==> src/rtl/fb_scanout_reader.sv <==
// rtl/fb_scanout_reader.sv - double-buffered framebuffer scanout: timing, read addressing, latency alignment.
// Optional SCANOUT_TEST_PATTERN_EN adds a test_pat input that overrides active pixels with colour bars.
module fb_scanout_reader #(
  parameter int H_ACTIVE = 640,
  parameter int H_FP     = 16,
  parameter int H_SYNC   = 96,
  parameter int H_BP     = 48,
  parameter int V_ACTIVE = 480,
  parameter int V_FP     = 10,
  parameter int V_SYNC   = 2,
  parameter int V_BP     = 33,
  parameter int ADDR_W   = 20,
  parameter int FB_WORDS = 307200,
  parameter int RD_LAT   = 1
) (
  input  logic              clk_pix,
  input  logic              rst_pix_n,
  output logic [ADDR_W-1:0] rd_addr,
  output logic              rd_en,
  input  logic [23:0]       rd_data,
  input  logic              swap_req,
  output logic              swap_ack,
  output logic              front_sel,
`ifdef SCANOUT_TEST_PATTERN_EN
  input  logic              test_pat,
`endif
  output logic [9:0]        o_sx,
  output logic [9:0]        o_sy,
  output logic              o_de,
  output logic              o_hsync,
  output logic              o_vsync,
  output logic [7:0]        o_r,
  output logic [7:0]        o_g,
  output logic [7:0]        o_b,
  output logic              frame_start
);

  localparam int H_TOTAL = H_ACTIVE + H_FP + H_SYNC + H_BP;
  localparam int V_TOTAL = V_ACTIVE + V_FP + V_SYNC + V_BP;
  localparam logic [9:0] H_ACT  = 10'(H_ACTIVE);
  localparam logic [9:0] H_SBEG = 10'(H_ACTIVE + H_FP);
  localparam logic [9:0] H_SEND = 10'(H_ACTIVE + H_FP + H_SYNC);
  localparam logic [9:0] H_LAST = 10'(H_TOTAL - 1);
  localparam logic [9:0] V_ACT  = 10'(V_ACTIVE);
  localparam logic [9:0] V_SBEG = 10'(V_ACTIVE + V_FP);
  localparam logic [9:0] V_SEND = 10'(V_ACTIVE + V_FP + V_SYNC);
  localparam logic [9:0] V_LAST = 10'(V_TOTAL - 1);
  localparam logic [ADDR_W-1:0] FB_OFS = ADDR_W'(FB_WORDS);

  logic [9:0]        sx_q, sx_d, sy_q, sy_d;
  logic [ADDR_W-2:0] pix_cnt_q, pix_cnt_d;
  logic              front_sel_q, front_sel_d;
  logic              swap_ack_q, swap_ack_d;
  logic              active, hsync_n, vsync_n, line_end, frame_wrap;

  always_comb begin
    active     = (sx_q < H_ACT) && (sy_q < V_ACT);
    hsync_n    = !((sx_q >= H_SBEG) && (sx_q < H_SEND));
    vsync_n    = !((sy_q >= V_SBEG) && (sy_q < V_SEND));
    line_end   = (sx_q == H_LAST);
    frame_wrap = line_end && (sy_q == V_LAST);
    sx_d       = line_end ? 10'd0 : sx_q + 10'd1;
    sy_d       = sy_q;
    if (line_end) sy_d = (sy_q == V_LAST) ? 10'd0 : sy_q + 10'd1;
    pix_cnt_d  = pix_cnt_q;
    if (frame_wrap)  pix_cnt_d = '0;
    else if (active) pix_cnt_d = pix_cnt_q + 1'b1;
    // Swap requests are only honoured on the frame-wrap cycle so a frame never tears.
    swap_ack_d  = frame_wrap && swap_req;
    front_sel_d = front_sel_q ^ swap_ack_d;
  end

  always_ff @(posedge clk_pix or negedge rst_pix_n) begin
    if (!rst_pix_n) begin
      sx_q        <= '0;
      sy_q        <= '0;
      pix_cnt_q   <= '0;
      front_sel_q <= 1'b0;
      swap_ack_q  <= 1'b0;
    end else begin
      sx_q        <= sx_d;
      sy_q        <= sy_d;
      pix_cnt_q   <= pix_cnt_d;
      front_sel_q <= front_sel_d;
      swap_ack_q  <= swap_ack_d;
    end
  end

  assign rd_addr   = {1'b0, pix_cnt_q} + (front_sel_q ? FB_OFS : '0);
  assign rd_en     = active;
  assign swap_ack  = swap_ack_q;
  assign front_sel = front_sel_q;

  // Timing side-band delayed to match the RAM read latency.
  logic [RD_LAT-1:0][9:0] sx_p_q, sy_p_q;
  logic [RD_LAT-1:0]      de_p_q, hs_p_q, vs_p_q, fs_p_q;

  always_ff @(posedge clk_pix or negedge rst_pix_n) begin
    if (!rst_pix_n) begin
      sx_p_q <= '0;
      sy_p_q <= '0;
      de_p_q <= '0;
      hs_p_q <= '1;
      vs_p_q <= '1;
      fs_p_q <= '0;
    end else begin
      sx_p_q[0] <= sx_q;
      sy_p_q[0] <= sy_q;
      de_p_q[0] <= active;
      hs_p_q[0] <= hsync_n;
      vs_p_q[0] <= vsync_n;
      fs_p_q[0] <= (sx_q == 10'd0) && (sy_q == 10'd0);
      for (int k = RD_LAT - 1; k > 0; k--) begin
        sx_p_q[k] <= sx_p_q[k-1];
        sy_p_q[k] <= sy_p_q[k-1];
        de_p_q[k] <= de_p_q[k-1];
        hs_p_q[k] <= hs_p_q[k-1];
        vs_p_q[k] <= vs_p_q[k-1];
        fs_p_q[k] <= fs_p_q[k-1];
      end
    end
  end

  logic [23:0] rgb_d, rgb_q;
  logic        de_dly;

`ifdef SCANOUT_TEST_PATTERN_EN
  logic [2:0] bar;
  always_comb begin
    de_dly = de_p_q[RD_LAT-1];
    bar    = 3'(sx_p_q[RD_LAT-1] / 10'd80);
    rgb_d  = de_dly ? rd_data : 24'd0;
    if (test_pat && de_dly)
      rgb_d = {{8{bar[2]}}, {8{bar[1]}}, {8{bar[0]}}};
  end
`else
  always_comb begin
    de_dly = de_p_q[RD_LAT-1];
    rgb_d  = de_dly ? rd_data : 24'd0;
  end
`endif

  always_ff @(posedge clk_pix or negedge rst_pix_n) begin
    if (!rst_pix_n) begin
      o_sx        <= '0;
      o_sy        <= '0;
      o_de        <= 1'b0;
      o_hsync     <= 1'b1;
      o_vsync     <= 1'b1;
      rgb_q       <= '0;
      frame_start <= 1'b0;
    end else begin
      o_sx        <= sx_p_q[RD_LAT-1];
      o_sy        <= sy_p_q[RD_LAT-1];
      o_de        <= de_dly;
      o_hsync     <= hs_p_q[RD_LAT-1];
      o_vsync     <= vs_p_q[RD_LAT-1];
      rgb_q       <= rgb_d;
      frame_start <= fs_p_q[RD_LAT-1];
    end
  end

  assign o_r = rgb_q[23:16];
  assign o_g = rgb_q[15:8];
  assign o_b = rgb_q[7:0];

endmodule
==> config.mk <==
export PLATFORM = sky130hd
export DESIGN_NAME = fb_scanout_reader
export DESIGN_NICKNAME = d
export VERILOG_FILES = /design/src/rtl/fb_scanout_reader.sv
export SDC_FILE = /design/constraint.sdc
export NUM_CORES = 1
export LEC_CHECK = 0
export CORE_MARGIN = 2
export CORE_UTILIZATION = 50
export CTS_CLUSTER_SIZE = 24
export DETAILED_ROUTE_END_ITERATION = 8
export PLACE_DENSITY = 0.79
export SLEW_MARGIN = 15
export SYNTH_ARGS = -nofsm -noshare
export SYNTH_HDL_FRONTEND = slang
export SYNTH_SLANG_ARGS = --single-unit
==> constraint.sdc <==
create_clock -name clk_pix -period 1.9 [get_ports clk_pix]
set_input_delay 0.19 -clock clk_pix [delete_from_list [all_inputs] [get_ports clk_pix]]
set_output_delay 0.19 -clock clk_pix [all_outputs]
set_load 0.02 [all_outputs]
==> results.md, run 1 <==
* Run status: complete, but fails checks
* Failing checks: setup timing
* Kind of cell adding the most delay to the critical path: adder cells
* Die area at about 10000 um^2
* Maximum count of clock buffers along a single path at 2
* Vias in the first global route at between 3000 and 4000
* Clock tree from TritonCTS: yes
* RSZ-0062 raised after global routing: true
* Starting utilization of the core area at 51.4%
* Max transition margin at roughly 63%
* Final period util at 115%
* Path type of the worst setup path: register to output pin
* Most instantiated flip-flop cell in the synthesis netlist: sky130_fd_sc_hd__dfrtp_1
* Maximum clock frequency at 458 MHz
* Width of the die at 98.7 um
* Wire length per cell at ~16 um
* Clk_lat worst skew at around 0.50 ns
* R2R cell count at 4
* Antenna violations before repair at 0
* Maximum capacitance violations at 0
* Nets in the synthesized netlist at ~400
* Number of fill cells in the layout at ~550
* Met2 Usage GRT at a little over a third
* Met3 Usage GRT at 7.16%
* Data arrival, critical path at 1.99 ns
* Proportion of synthesized chip area in sequential cells at 63.2%
* Number of setup violations in the final report at 7
* Last weighted congestion value of the routability-driven placer at between 0.8 and 0.9
* Total Nets Final at ~530
* Total routed wirelength at about 10 mm
* Die boundary height at 98.7 um
* Crit path required time at around 1.7 ns
* Synth warn at 0
* Remaining global-route overflow at 0
* Core area at 8720 um^2
* CP max stage cell: sky130_fd_sc_hd__fa_2
* Accumulated negative setup slack at -1.41 ns
* Max rail drop VDD at between 0.5 and 0.6 mV
* Global-route track usage on met1 at 27.5%
* Final ANT Viol Nets at 0
* Number of max-slew violations in the final report at 0
* Final setup slack of the worst path at -0.284 ns
* Buf/Inv on CP at 3
* Crit start category: register
* Most Frequent Cell on Critical Path: sky130_fd_sc_hd__buf_4
* Hpwl dp at 6.37 mm
* Violation count after the first detailed-route iteration at roughly 150
* Cells after synthesis at between 300 and 400
* Synth top area share at 60.9%
* Register bit count reported by yosys at approximately 110
* Area taken by flip-flops and latches at ~2800 um^2
* FFs w/ async S/R, synth at between 90% and 100%
* Layout cells sized above 1 at between 20% and 30%
* Global routing usage summed across all routing layers at 21.5%
* Number of enable flip-flop cells after synthesis at 0
* Cell area power density at approximately 900 nW/um^2
* Hold Path Class: input pin to asynchronous set/reset pin
* Detailed-route vias per instance at 5.27
* Total number of H-tree levels at 4
* Count of input and output buffers at 97
* Time the final worst path needs with I/O delays and setup at 2.18 ns
* R2r setup slk at approximately 0.09 ns
* First drt pass iteration count at 5
* Antenna Cells at 0
* Reg-to-reg critical path endpoint: pix_cnt_q[17]$_DFFE_PN0P_
* Mapped Avg Cell Area at ~12 um^2
* DRC violations left at 0
* Area used by multi-input combinational logic at roughly 1600 um^2
* Wire length of the first global-routing pass at roughly 16 mm
* Worst-path maximum fanout at 3
* Largest net degree at the start of global routing at between 50 and 60
* Clock root buffer master: sky130_fd_sc_hd__clkbuf_8
* Critical Path Sink Type: output pin
* Final core area utilization at between 70% and 80%
* Mapped cell area at 4480 um^2
* Delay contributed by the slowest stage of the critical path at between 0.4 and 0.5 ns
* Leakage Power at ~2.9 nW
* Num ports at just under 100
* Worst clock skew at 0.00937 ns
* Distinct cells, synth at 51
* Final Hold Viols at 0
* Total via count in the routed design at 3249
* Cell type contributing the most total cell area after synthesis: sky130_fd_sc_hd__dfrtp_1
* CTS clock-pin slew for the worst setup and hold paths at about 0.06 ns
* Number of buffers inserted during clock tree synthesis at 17
* Top post-synthesis cells by area: sky130_fd_sc_hd__dfrtp_1, sky130_fd_sc_hd__and2_1, sky130_fd_sc_hd__ha_1, sky130_fd_sc_hd__dfstp_2, sky130_fd_sc_hd__xnor2_1
* CTS sink count at roughly 110
* Tightest Pin Transition at ~0.55 ns
* Reg-to-reg critical path startpoint: pix_cnt_q[14]$_DFFE_PN0P_
* Cell row count at 34
* Sequence of cells on the critical path: buf_4 > inv_1 > fa_2 > nor2_4 > o21bai_2 > xnor2_2 > buf_4
* Most utilized layer in the global route result: met2
* Synthesis-to-finish area growth at 45.3%
## worst reg2reg max path: stages, from the launching register on
cell	delay [ns]
sky130_fd_sc_hd__dfrtp_1	0.55
sky130_fd_sc_hd__nand4_1	0.22
sky130_fd_sc_hd__or2_0	0.30
sky130_fd_sc_hd__or4_4	0.53
sky130_fd_sc_hd__a21oi_2	0.14
## timing repair
action,4_1_cts,5_1_grt
pin swaps,10,11
hold buffers,1,0
endpoints found under the setup margin,9,21
cloned,0,2
buffers inserted,5,4
gates resized for setup,60,6
hold endpoints to repair,33,0
## synth_stat cells (all sizes together), types with 2 or more instances
library cell and count:
a21oi 16, and2 27, and3 5, and4 5, buf 17, clkbuf 4, dfrtp 109, dfstp 4
ha 9, inv 12, mux2i 4, nand2 21, nand3 12, nand4 9, nand4b 3, nor2 15
nor2b 2, nor3 6, nor4 4, o21ai 19, o21bai 3, o31ai 5, or2 3, or3 10
or4 7, xnor2 11, xor2 10
## flip-flops by register name (all words and copies together) (netlist names)
register and count:
pix_cnt_q 19, de_dly 1, frame_start 1, o_de 1, vs_p_q 1, sx_q 10, sy_p_q 10, sy_q 10
rgb_q 24, hs_p_q 1, front_sel 1, sx_p_q 10, o_sy 10, o_sx 10, o_vsync 1, swap_ack 1
fs_p_q 1, o_hsync 1
## worst max-delay path by stage
stage | from | to | slack [ns] | depth (start not counted)
floorplan | front_sel$_DFF_PN0_ | rd_addr[18] | 0.06 | 6
detailed placement | front_sel$_DFF_PN0_ | rd_addr[18] | -0.35 | 7
finish | front_sel$_DFF_PN0_ | rd_addr[18] | -0.28 | 7
CTS | front_sel$_DFF_PN0_ | rd_addr[18] | -0.29 | 7
global placement | front_sel$_DFF_PN0_ | rd_addr[18] | -0.24 | 7
global route | front_sel$_DFF_PN0_ | rd_addr[18] | -0.37 | 7
## logic make-up (layout without fill, tap and decap cells)
kind of cell	after synthesis	in the layout	synth area share [%]
compound gates	45	45	5.83
xor+xnor	21	21	4.10
fa+ha+maj	10	10	2.96
buf+inv	33	180	4.16
flops	113	113	63.2
mux	4	4	0.893
simple gates	133	135	18.8
## routing by layer
layer  vias up  routed length (um)
met1      1639                4400
met4         0                  77
met2        93                5200
met3         6                 386
met5         -                   0
li1       1511                   -
## through the flow
stage | power, mW | worst slack, ns | cells | hold slack, ns | instance area [um^2]
after detailed placement | 2.74 | -0.351 | 573 | 0.169 | 5710
after global routing | 6.17 | -0.375 | 616 | 0.204 | 6510
after floorplan | 2.56 | 0.0553 | 359 | -0.106 | 4500
final | 5.97 | -0.284 | 616 | 0.190 | 6510
after global placement | 2.73 | -0.244 | 573 | 0.162 | 5710
after CTS | 6.03 | -0.287 | 611 | 0.180 | 6440
## power breakdown
part           switching, mW  internal (mW)  leakage, nW
registers            0.00844           2.44         1.43
logic                  0.127          0.138         1.13
clock network           1.13           2.14        0.295
## cells in the final DEF, fill, tap and decap left out, types with 6 or more instances in the layout
cell type,count
sky130_fd_sc_hd__and2_1,27
sky130_fd_sc_hd__clkdlybuf4s50_1,86
sky130_fd_sc_hd__nand4_1,7
sky130_fd_sc_hd__nor2_1,12
sky130_fd_sc_hd__inv_1,10
sky130_fd_sc_hd__clkbuf_16,16
sky130_fd_sc_hd__nand3_1,11
sky130_fd_sc_hd__or4_1,6
sky130_fd_sc_hd__or3_1,9
sky130_fd_sc_hd__xor2_1,10
sky130_fd_sc_hd__dfrtp_1,108
sky130_fd_sc_hd__xnor2_1,9
sky130_fd_sc_hd__a21oi_1,14
sky130_fd_sc_hd__nand2_1,20
sky130_fd_sc_hd__buf_4,40
sky130_fd_sc_hd__o21ai_0,17
## cell type report
cell class              instances  area share (%)
clock buffers                  17            6.36
clock inverters                15            3.15
inverters                      12           0.692
multi-input cells             215            24.4
flip-flops and latches        113            43.5
well taps                     108            2.07
repair buffers                136            19.8
Note: power is estimated with default switching activity, not from simulation.
==> inputs of run 2 (changes only) <==
- clock period: 1.9 -> 2.5 ns (I/O delays scaled with it)
==> run 2 against run 1 <==
Against the previous run:
- the flow now finishes without violations
- critical path type unchanged
- die area stayed put
- sequential share of layout area is 2.9 points higher
- critical path depth stayed put
==> results.md, run 2 (same netlist as run 1, synthesis figures left out) <==
* Width of the die at 98.7 um (unchanged)
* Number of buffers inserted during clock tree synthesis at 17 (unchanged)
* Cell area power density at 738 nW/um^2 (-20%)
* Antenna violations before repair at 0 (unchanged)
* Run status: complete, no violations
* DRC violations left at 0 (unchanged)
* Number of setup violations in the final report at 0 (-7)
* Crit path required time at 2.25 ns (+0.54 ns)
* Reg-to-reg critical path startpoint: sx_q[7]$_DFF_PN0_
* Clock tree from TritonCTS: yes
* Reg-to-reg critical path endpoint: pix_cnt_q[18]$_DFFE_PN0P_
* Final period util at between 90% and 100%
* Clk_lat worst skew at 0.51 ns (about the same)
* Final ANT Viol Nets at 0 (unchanged)
* Max reg flops at 24 (unchanged)
* Leading cell types in the layout, fill and taps excluded: sky130_fd_sc_hd__dfrtp_1, sky130_fd_sc_hd__clkdlybuf4s50_1, sky130_fd_sc_hd__and2_1, sky130_fd_sc_hd__nand2_1, sky130_fd_sc_hd__o21ai_0
* Last weighted congestion value of the routability-driven placer at 0.809 (-1.7%)
* Starting utilization of the core area at 51.4% (unchanged)
* Layout cells sized above 1 at 12.9% (-9.9 points)
* Worst clock skew at 0.00650 ns (-0.00287 ns)
* Count of input and output buffers at 97 (unchanged)
* Number of max-slew violations in the final report at 0 (unchanged)
* Cell row count at 34 (unchanged)
* Wire length of the first global-routing pass at 15.4 mm (-5.9%)
* Largest net degree at the start of global routing at 52 (+2.0%)
* Time the final worst path needs with I/O delays and setup at between 2 and 2.5 ns
* CTS sink count at 113 (unchanged)
* Global routing usage summed across all routing layers at 20.2% (-1.3 points)
* Remaining global-route overflow at 0 (unchanged)
* Most common cell after layout, fill and taps aside: sky130_fd_sc_hd__dfrtp_1
* Wire length per cell at 15.4 um (-5.9%)
* Max rail drop VDD at 0.426 mV (-21%)
* RSZ-0062 raised after global routing: false
* Maximum clock frequency at roughly 420 MHz
* R2r setup slk at 0.52 ns (+0.43 ns)
* Total routed wirelength at 8.91 mm (-11%)
* R2R cell count at 4 (unchanged)
* Tightest Pin Transition at 0.653 ns (+0.0979 ns)
* Synthesis-to-finish area growth at 36.3%
* Path type of the worst setup path: register to output pin
* First drt pass iteration count at 4 (-1)
* Data arrival, critical path at 2.12 ns (+0.13 ns)
* Detailed-route vias per instance at 5.28 (+0.13%)
* Num ports at 98 (unchanged)
* Most flop-heavy register: rgb_q
* Total number of H-tree levels at 4 (unchanged)
* Total Nets Final at 496 (-6.8%)
* Final Hold Viols at 0 (unchanged)
* Hold Path Class: input pin to register
* Violation count after the first detailed-route iteration at 152 (+3.4%)
* Hpwl dp at 5.96 mm (-6.4%)
* Start point of the worst hold path: swap_req
* Total via count in the routed design at 3063 (-5.7%)
* Maximum count of clock buffers along a single path at 2 (unchanged)
* Die area at 9740 um^2 (unchanged)
* Max transition margin at 56.5% (-6.5 points)
* Core area at 8720 um^2 (unchanged)
* CTS clock-pin slew for the worst setup and hold paths at 0.05 ns (about the same)
* Top flop regs: rgb_q x24, pix_cnt_q x19
* Die boundary height at 98.7 um (unchanged)
* Accumulated negative setup slack at 0 ns (+1.41 ns)
* Worst-path maximum fanout at 6 (+3)
* Crit start category: register
* Leakage Power at 2.65 nW (-7.2%)
* Antenna Cells at 0 (unchanged)
* Maximum capacitance violations at 0 (unchanged)
* Clock root buffer master: sky130_fd_sc_hd__clkbuf_8
* Hold path depth at 3
* Vias in the first global route at 3133 (-6.1%)
* Final core area utilization at 70.0% (-4.6 points)
* End point of the worst hold path: swap_ack$_DFF_PN0_
* Critical Path Sink Type: output pin
-- run 2: worst max path at each step --
stage | startpoint | endpoint | slack [ns]
floorplan | front_sel$_DFF_PN0_ | rd_addr[18] | 0.49
global placement | front_sel$_DFF_PN0_ | rd_addr[18] | 0.22
detailed placement | front_sel$_DFF_PN0_ | rd_addr[18] | 0.09
CTS | pix_cnt_q[12]$_DFFE_PN0P_ | rd_addr[18] | 0.03
global route | front_sel$_DFF_PN0_ | rd_addr[18] | 0.02
finish | front_sel$_DFF_PN0_ | rd_addr[18] | 0.13
-- run 2: metal layers --
layer / GRT usage, % / vias to the layer above / share of wire (%)
met5: 0 / - / 0
li1: - / 1436 / -
met3: 5.67 / 11 / 5.7
met1: 26.2 / 1499 / 44
met4: 8.96 / 0 / 1.0
met2: 32.0 / 117 / 49
-- run 2: repair_timing --
action	in CTS	in global routing
pin swaps	0	1
setup endpoints to repair	8	4
buffers inserted	0	1
gates resized for setup	16	9
endpoints found under the hold margin	48	0
hold buffers	1	0
-- run 2: area by class of cell --
cell class,count,area [um^2]
timing repair buffer,102,1000
inverter,12,45.0
clock buffer,19,432
clock inverter,13,186
sequential,113,2830
multi-input combinational,213,1470
tap,108,135
fill,559,2610
-- run 2: worst max-delay path, stage by stage (launching register included) --
cell	delay, ns
sky130_fd_sc_hd__dfrtp_2	0.41
sky130_fd_sc_hd__ha_2	0.20
sky130_fd_sc_hd__inv_1	0.05
sky130_fd_sc_hd__fa_2	0.35
sky130_fd_sc_hd__nor2_2	0.13
sky130_fd_sc_hd__o21bai_1	0.09
sky130_fd_sc_hd__xnor2_1	0.20
sky130_fd_sc_hd__buf_4	0.17
-- run 2: through the flow --
step	worst slack [ns]	hold WS [ns]	cell area, um^2	cells	power, mW
after global placement	0.217	0.307	5480	546	2.07
after detailed placement	0.0938	0.322	5480	546	2.07
after global routing	0.0177	0.289	6110	580	4.66
final	0.129	0.302	6110	580	4.50
after floorplan	0.494	-0.0456	4480	359	1.94
after CTS	0.0293	0.277	6100	579	4.56
-- run 2: power by group --
group | total, mW | switching [mW] | internal, mW | leakage (nW)
Combinational | 0.179 | 0.0881 | 0.0912 | 0.927
Sequential | 1.86 | 0.00660 | 1.85 | 1.43
Clock | 2.47 | 0.824 | 1.64 | 0.290
Total | 4.50 | 0.918 | 3.59 | 2.65
==> inputs of run 3 (changes only) <==
- CTS_BUF_LIST: not set -> sky130_fd_sc_hd__clkbuf_8
- SKIP_CTS_REPAIR_TIMING: not set -> 1
==> run 3 against run 2 <==
Against the previous run:
- clock power shrank 26%
- combinational power is essentially flat
- highest routed layer unchanged
- clock-buffer cell count shrank 1
- worst hold slack better by 0.049 ns
- first-iteration DRC count is 5.9% lower
==> results.md, run 3 (same netlist as run 1, synthesis figures left out) <==
* Final Hold Viols at 0 (unchanged)
* Die boundary height at 98.7 um (unchanged)
* Hold Path Class: register to register
* Switching power total at 0.828 mW (-9.8%)
* Placed insts at 546 (unchanged)
* Max rail drop VDD at 0.389 mV (-8.7%)
* Crit path required time at 2.25 ns (about the same)
* Crit start category: register
* Remaining global-route overflow at 0 (unchanged)
* Leading cell types in the layout, fill and taps excluded: sky130_fd_sc_hd__dfrtp_1, sky130_fd_sc_hd__clkdlybuf4s50_1, sky130_fd_sc_hd__and2_1, sky130_fd_sc_hd__nand2_1, sky130_fd_sc_hd__clkbuf_8
* Global routing usage summed across all routing layers at 19.2% (-0.97 points)
* Logic gate share of total power at 4.6% (+0.6 points)
* DRC violations left at 0 (unchanged)
* Count of input and output buffers at 97 (unchanged)
* Leakage Power at 2.65 nW (-0.11%)
* Most flop-heavy register: rgb_q
* Critical Path Sink Type: output pin
* Die area at 9740 um^2 (unchanged)
* Number of buffers inserted during clock tree synthesis at 17 (unchanged)
* Worst clock skew at 0.0152 ns (+0.00869 ns)
* Antenna Cells at 0 (unchanged)
* Final ANT Viol Nets at 0 (unchanged)
* Most common cell after layout, fill and taps aside: sky130_fd_sc_hd__dfrtp_1
* Max reg flops at 24 (unchanged)
* Maximum count of clock buffers along a single path at 2 (unchanged)
* Total via count in the routed design at 3016 (-1.5%)
* Post-Layout Cell Count at 579 (-0.17%)
* Maximum clock frequency at 427 MHz (+1.2%)
* Cell row count at 34 (unchanged)
* Tightest Pin Transition at 0.643 ns (-0.0103 ns)
* Accumulated negative setup slack at 0 ns (unchanged)
* Wire length of the first global-routing pass at 14.7 mm (-4.8%)
* Cell area power density at 653 nW/um^2 (-12%)
* Total routed wirelength at 8.49 mm (-4.7%)
* Wire length per cell at 14.7 um (-4.5%)
* Total number of H-tree levels at 4 (unchanged)
* Width of the die at 98.7 um (unchanged)
* Detailed-route vias per instance at 5.21 (-1.4%)
* Maximum capacitance violations at 0 (unchanged)
* Max transition margin at 57.2% (+0.68 points)
* CTS clock-pin slew for the worst setup and hold paths at 0.07 ns (+0.02 ns)
* Number of max-slew violations in the final report at 0 (unchanged)
* Largest net degree at the start of global routing at 52 (unchanged)
* Vias in the first global route at 3108 (-0.80%)
* Number of setup violations in the final report at 0 (unchanged)
* Top flop regs: rgb_q x24, pix_cnt_q x19
* Core area at 8720 um^2 (unchanged)
* RSZ-0062 raised after global routing: false
* Layout cells sized above 1 at 11.5% (-1.5 points)
* Total Nets Final at 495 (-0.20%)
* Run status: complete, no violations
* Clock group share of total power at 47.5% (-7.3 points)
* Internal Power at 3.05 mW (-15%)
* Data arrival, critical path at 2.09 ns (-0.03 ns)
* Antenna violations before repair at 0 (unchanged)
* Num ports at 98 (unchanged)
* Path type of the worst setup path: register to output pin
* Clock tree from TritonCTS: yes
* Post-DP Area at 5480 um^2 (unchanged)
* Clk_lat worst skew at 0.43 ns (-0.08 ns)
* Time the final worst path needs with I/O delays and setup at 2.34 ns (-0.0292 ns)
* Area of all placed cells without fillers at 5940 um^2 (-2.7%)
* First drt pass iteration count at 4 (unchanged)
* Switching fraction of total power at 21.3% (+0.96 points)
* Final period util at 93.7% (-1.2 points)
* Clock root buffer master: sky130_fd_sc_hd__clkbuf_8
* Last weighted congestion value of the routability-driven placer at 0.809 (unchanged)
* Starting utilization of the core area at 51.4% (unchanged)
* Violation count after the first detailed-route iteration at 143 (-5.9%)
* Worst-path maximum fanout at 6 (unchanged)
* Hpwl dp at 5.96 mm (unchanged)
* Flop pwr share at 47.8% (+6.6 points)
* Synthesis-to-finish area growth at 32.6%
* CTS sink count at 113 (unchanged)
run 3: critical path: stages (launching register included):
cell                       delay (ns)
sky130_fd_sc_hd__dfrtp_1         0.42
sky130_fd_sc_hd__ha_1            0.19
sky130_fd_sc_hd__inv_1           0.05
sky130_fd_sc_hd__fa_1            0.39
sky130_fd_sc_hd__nor2_1          0.16
sky130_fd_sc_hd__o21bai_1        0.10
sky130_fd_sc_hd__xnor2_1         0.18
sky130_fd_sc_hd__buf_4           0.17
run 3: cell type report:
class                           instances  area, um^2
Sequential cell                       113        2830
Fill cell                             584        2780
Multi-Input combinational cell        213        1460
Timing Repair Buffer                  101        1030
Clock buffer                           18         248
Clock inverter                         14         190
Tap cell                              108         135
Inverter                               12        45.0
run 3: path summary, 6_finish.rpt:
kind	startpoint	to	slack, ns	depth (start not counted)
worst max-delay path	pix_cnt_q[12]$_DFFE_PN0P_	rd_addr[18]	0.16	7
worst min-delay path	sy_p_q[6]$_DFF_PN0_	o_sy[6]$_DFF_PN0_	0.35	0
worst max register to register	sx_q[0]$_DFF_PN0_	sy_q[9]$_DFFE_PN0N_	0.53	5
worst min register to register	sy_p_q[6]$_DFF_PN0_	o_sy[6]$_DFF_PN0_	0.35	0
max in group asynchronous	rst_pix_n	front_sel$_DFF_PN0_	1.38	3
min in group asynchronous	rst_pix_n	sx_p_q[0]$_DFF_PN0_	0.39	2
run 3: power by group through the flow:
stage / registers (mW) / clock network (mW) / logic, mW
after floorplan: 1.92 / 0 / 0.0241
after global placement: 1.89 / 0 / 0.180
after detailed placement: 1.89 / 0 / 0.183
after CTS: 1.86 / 1.89 / 0.183
after global routing: 1.86 / 1.97 / 0.196
final: 1.86 / 1.84 / 0.179
run 3: routing by layer:
metal	routed length, um	vias up	GRT usage, %
met2	4080	102	29.8
met3	488	16	6.38
met4	148	0	8.96
met5	0	-	0
met1	3780	1467	24.7
li1	-	1431	-
run 3: metrics by stage:
| stage | utilization (%) | hold slack [ns] | setup WS (ns) | power, mW |
|---|---|---|---|---|
| 3_3_place_gp | 62.8 | 0.307 | 0.217 | 2.07 |
| 3_5_place_dp | 62.8 | 0.322 | 0.0938 | 2.07 |
| 4_1_cts | 67.8 | -0.157 | -0.370 | 3.93 |
| 2_1_floorplan | - | -0.0456 | 0.494 | 1.94 |
| 6_report | 68.1 | 0.352 | 0.158 | 3.88 |
| 5_1_grt | 68.1 | 0.357 | 0.00189 | 4.02 |
